--- src/rtl/pc_sequencer.sv ---
// pc_sequencer: program-counter sequencer with an IDLE/FETCH/EXEC(/TRAP) FSM.
// The current PC is registered. pc_plus4 is derived from it combinationally.
// fetch_req, commit and trap are registered outputs. commit is high in the
// cycle where the new PC first appears on pc.
// Optional feature macro: PC_MISALIGN_TRAP_EN.
//   Defined   - a branch or jump to a non-word-aligned target enters TRAP,
//               then reloads the PC with TRAP_VECTOR.
//   Undefined - there is no TRAP state and trap is tied low. Target bits
//               [1:0] are cleared, so EXEC always commits.
module pc_sequencer #(
    parameter logic [31:0] RESET_VECTOR = 32'h0000_0000,
    parameter logic [31:0] TRAP_VECTOR  = 32'h0000_0100
) (
    input  logic        clk,
    input  logic        rst,
    input  logic [31:0] branch_target,
    input  logic [31:0] jump_target,
    input  logic [1:0]  PCSrc,
    input  logic        stall,
    input  logic        imem_ready,
    output logic [31:0] pc,
    output logic [31:0] pc_plus4,
    output logic        fetch_req,
    output logic        commit,
    output logic        trap
);

`ifdef PC_MISALIGN_TRAP_EN
    typedef enum logic [1:0] {IDLE, FETCH, EXEC, TRAP} state_t;
`else
    typedef enum logic [1:0] {IDLE, FETCH, EXEC} state_t;
`endif

    state_t      state_q, state_d;
    logic [31:0] pc_q, pc_d;
    logic        fetchReq_q, fetchReq_d;
    logic        commit_q, commit_d;
    logic [31:0] selTarget;

`ifdef PC_MISALIGN_TRAP_EN
    logic        trap_q, trap_d;
    logic        misaligned;
`else
    logic        unusedTrapVector;
`endif

    assign pc       = pc_q;
    assign pc_plus4 = pc_q + 32'd4;
    assign fetch_req = fetchReq_q;
    assign commit   = commit_q;

`ifdef PC_MISALIGN_TRAP_EN
    assign trap = trap_q;
    // Only branch and jump can be misaligned. The sequential pc+4 path never is.
    assign misaligned = ((PCSrc == 2'b01) || (PCSrc == 2'b10)) && (selTarget[1:0] != 2'b00);
`else
    assign trap = 1'b0;
    assign unusedTrapVector = ^TRAP_VECTOR;
`endif

    // Next-PC source select. The reserved encoding 11 falls back to pc+4.
    always_comb begin
        selTarget = pc_plus4;
        case (PCSrc)
            2'b01:   selTarget = branch_target;
            2'b10:   selTarget = jump_target;
            default: selTarget = pc_plus4;
        endcase
    end

    // Next-state logic. Each output is computed for the state being entered,
    // so after registering it lines up with that state.
    always_comb begin
        state_d    = state_q;
        pc_d       = pc_q;
        fetchReq_d = 1'b0;
        commit_d   = 1'b0;
`ifdef PC_MISALIGN_TRAP_EN
        trap_d     = 1'b0;
`endif
        case (state_q)
            IDLE: begin
                state_d    = FETCH;
                fetchReq_d = 1'b1;
            end
            FETCH: begin
                if (imem_ready) begin
                    state_d = EXEC;
                end else begin
                    fetchReq_d = 1'b1;
                end
            end
            EXEC: begin
                if (!stall) begin
`ifdef PC_MISALIGN_TRAP_EN
                    if (misaligned) begin
                        state_d = TRAP;
                        trap_d  = 1'b1;
                    end else begin
                        state_d    = FETCH;
                        pc_d       = selTarget;
                        commit_d   = 1'b1;
                        fetchReq_d = 1'b1;
                    end
`else
                    state_d    = FETCH;
                    pc_d       = selTarget & 32'hFFFF_FFFC;
                    commit_d   = 1'b1;
                    fetchReq_d = 1'b1;
`endif
                end
            end
`ifdef PC_MISALIGN_TRAP_EN
            TRAP: begin
                state_d    = FETCH;
                pc_d       = TRAP_VECTOR;
                fetchReq_d = 1'b1;
            end
`endif
            default: begin
                state_d = IDLE;
            end
        endcase
    end

    // State and registered outputs. Reset abandons any fetch, exec or trap in progress.
    always_ff @(posedge clk or posedge rst) begin
        if (rst) begin
            state_q    <= IDLE;
            pc_q       <= RESET_VECTOR;
            fetchReq_q <= 1'b0;
            commit_q   <= 1'b0;
`ifdef PC_MISALIGN_TRAP_EN
            trap_q     <= 1'b0;
`endif
        end else begin
            state_q    <= state_d;
            pc_q       <= pc_d;
            fetchReq_q <= fetchReq_d;
            commit_q   <= commit_d;
`ifdef PC_MISALIGN_TRAP_EN
            trap_q     <= trap_d;
`endif
        end
    end

endmodule

--- config.mk ---
export PLATFORM = sky130hd
export DESIGN_NAME = pc_sequencer
export DESIGN_NICKNAME = d
export VERILOG_FILES = /design/src/rtl/pc_sequencer.sv
export SDC_FILE = /design/constraint.sdc
export NUM_CORES = 1
export LEC_CHECK = 0
export ABC_AREA = 1
export CAP_MARGIN = 20
export CORE_MARGIN = 1
export CORE_UTILIZATION = 40
export CTS_BUF_LIST = sky130_fd_sc_hd__clkbuf_8
export CTS_CLUSTER_SIZE = 25
export DETAILED_ROUTE_END_ITERATION = 7
export DONT_BUFFER_PORTS = 1
export HOLD_SLACK_MARGIN = 0.03
export SKIP_LAST_GASP = 1
export SYNTH_ARGS = -nofsm -noshare
export SYNTH_HDL_FRONTEND = slang
export SYNTH_SLANG_ARGS = --single-unit
--- constraint.sdc ---
create_clock -name clk -period 2.6 [get_ports clk]
set_clock_uncertainty 0.05 [all_clocks]
set_input_delay 0.26 -clock clk [delete_from_list [all_inputs] [get_ports clk]]
set_output_delay 0.26 -clock clk [all_outputs]
set_load 0.03 [all_outputs]
==> impl_results.md <==
- Number of enable flip-flop cells after synthesis: 0
- Cell count of the worst reg-to-reg path: 6
- Antenna violations before repair: 0
- Final core utilization: 45.7%
- Startpoint types: flop
- Final WL: 8.57 mm
- Core area: 6870 µm²
- Area leader, netlist: dfrtp_1
- Layout overhead on the synthesized area: 9.66%
- First-pass iteration count of the detailed router: 4
- Global-route wire length before repair: 13.7 mm
- RSZ-0062 raised after global routing: false
- CTS root buf: clkbuf_8
- Die height: 86.6 µm
- Maximum clock rate: 0.431 GHz
- Post-Syn Instances: 450
- Min-Delay Startpoint: stall
- DR WL/cell: 15.5 µm
- Max transition margin: 33.0%
- Ant diodes: 0
- Clock latency on the worst-skew pair: 0.29 ns
- Post-synth top flop: dfrtp_1
- Period minus WS final: 2.32 ns
- Count leader, synth: nand2_1
- Setup slack, reg-to-reg: 0.49 ns
- Die W: 86.6 µm
- Synth area leaders: dfrtp_1, nand2_1, a22o_1
- Post-CTS Resized: 0
- Reg2reg start: pc[6]
- Most instantiated cells after synthesis: nand2_1, inv_1, nor2_1
- Synth async-reset ratio: 100%
- DRC viols: 0
- HP Class: input port to flop
- Kind of critical path: flop to output pin
- Synth top area share: 29.7%
- Fin nets: 531
- Via count of the first global-routing pass: 2647
- Filler cells: 733
- Grt total ovfl: 0
- Library cells used by synthesis: 28
- Seq/Total Area, Yosys: 29.7%
- Ratio of cells with drive above 1 in the final layout: 9.39%
- Hold Crit Endpoint: state_q[0]
- Fin Setup TNS: 0 ns
- Slew Viols, Final: 0
- Hold Slack: 0.153 ns
- Iter 0 DRT Violations: 172
- Post-synthesis cell area: 2860 µm²
- Max rail drop VDD: 0.409 mV
- Leakage: 0.00161 µW
- MaxCap Viol Count: 0
- PwrDens: 1210 nW/µm²
- H-tree Lvls: 2
- Die area: 7500 µm²
- Row count: 30
- Required time of the critical path: 2.29 ns
- Total of warnings raised by yosys: 0
- DP Wirelength: 6.47 mm
- Mean Syn Cell Area: 6.36 µm²
- Setup-failing EPs final: 0
- Critical Path Fanout Max: 6
- Maximum clock path buffer count: 2
- I/O Pins: 137
- CTS buffer count: 5
- Clk sink count: 34
- Initial core utilization: 41.7%
- Status: finished, final reports clean
- Final Hold Fails: 0
- Routability cong.: 0.832
- ANT nets after route: 0
- CTS tree: yes
- CP Capture Type: output pin
- Via count: 2857
- Worst EP arrival: 2.01 ns
- Hold Path Depth: 2
- Clock slew at reported path FFs: 0.07 ns
- Pin count of the biggest net entering global routing: 44
- Reg2Reg Capture Point: pc[9]
- Count of buffers from port buffering: 0
- Worst-margin pin slew: 1.00 ns
- Gr usage total: 23.9%
- Flop and latch count out of synthesis: 34
- DR vias/cell: 5.16
- Final period util: 89.2%
## logic make-up (layout without fill, tap and decap cells)
group                    after synthesis  in the layout  synth area share, %
AND/OR/NAND/NOR                      247            247                 37.0
adder cells (fa/ha/maj)                3              3                 1.31
flip-flops                            34             34                 29.7
other                                  1              5                0.131
buffers and inverters                 73             77                 10.5
XOR/XNOR                               8              8                 2.45
AO/OA/AOI/OAI                         84             84                 18.8
## layer usage
metal | up-vias | global-route usage, % | wire (µm)
met5 | - | 0 | 0
met4 | 0 | 6.06 | 78
met3 | 7 | 5.90 | 607
met2 | 102 | 39.5 | 4130
met1 | 1300 | 31.4 | 3750
li1 | 1448 | - | -
## sequential cells by signal, indices dropped and copies added, names as in the netlist
register   flops
commit         1
fetch_req      1
pc            30
state_q        2
## area by class of cell
type	count	area [µm²]	share of cell area [%]
Multi-Input combinational cell	347	1730	55.1
Sequential cell	34	851	27.1
Inverter	50	188	5.98
Timing Repair Buffer	20	173	5.50
Tap cell	96	120	3.83
Clock buffer	5	68.8	2.19
Clock inverter	2	7.51	0.239
## timing repair
action / 4_1_cts / 5_1_grt
hold endpoints to repair: 0 / 22
setup endpoints to repair: 0 / 0
setup buffers: 0 / 0
hold buffers: 0 / 1
## placed cells by master (no fill, tap or decap), drive strengths merged
master | synthesis | final
nand2 | 161 | 161
nor2 | 53 | 53
inv | 49 | 51
dfrtp | 34 | 34
a22o | 28 | 28
nand3 | 27 | 27
o21ai | 26 | 26
a21oi | 26 | 26
buf | 12 | 19
conb | 1 | 5
clkbuf | 11 | 5
xnor2 | 4 | 4
xor2 | 4 | 4
ha | 3 | 3
and2 | 2 | 2
o211ai | 2 | 2
nand3b | 2 | 2
nor3 | 1 | 1
nand4 | 1 | 1
clkinv | 1 | 1
o22ai | 1 | 1
a21boi | 1 | 1
dlygate4sd3 | 0 | 1
## per-stage QoR
stage          setup slack, ns  total power (µW)  cell area, µm²  std cells
2_1_floorplan            0.535              2920            2880        454
5_1_grt                  0.146              4070            3140        554
6_report                 0.280              3800            3140        554
4_1_cts                  0.267              3810            3100        552
3_5_place_dp             0.495              3420            3020        545
3_3_place_gp             0.548              3380            3020        545
## worst max path at each step
stage / startpoint / to / slack, ns / cells after the start
after global routing: pc[19] / pc_plus4[31] / 0.15 / 6
after global placement: pc[6] / pc[9] / 0.55 / 6
after floorplan: pc[3] / pc[10] / 0.54 / 7
after detailed placement: pc[6] / pc[9] / 0.50 / 6
final: pc[18] / pc_plus4[31] / 0.28 / 6
after CTS: pc[6] / pc_plus4[9] / 0.27 / 4
## report_power, final
part	internal [µW]	switching (µW)
clock	177	204
sequential	766	686
combinational	526	1440
total	1470	2330
## worst max-delay path: stages (launching register included)
cell	delay (ns)
dfrtp_1	0.60
nand2_1	0.13
nor2_1	0.27
nand2_1	0.16
nor2_1	0.18
nand3_1	0.11
nand2_1	0.27
(Power assumes the default switching activity.)
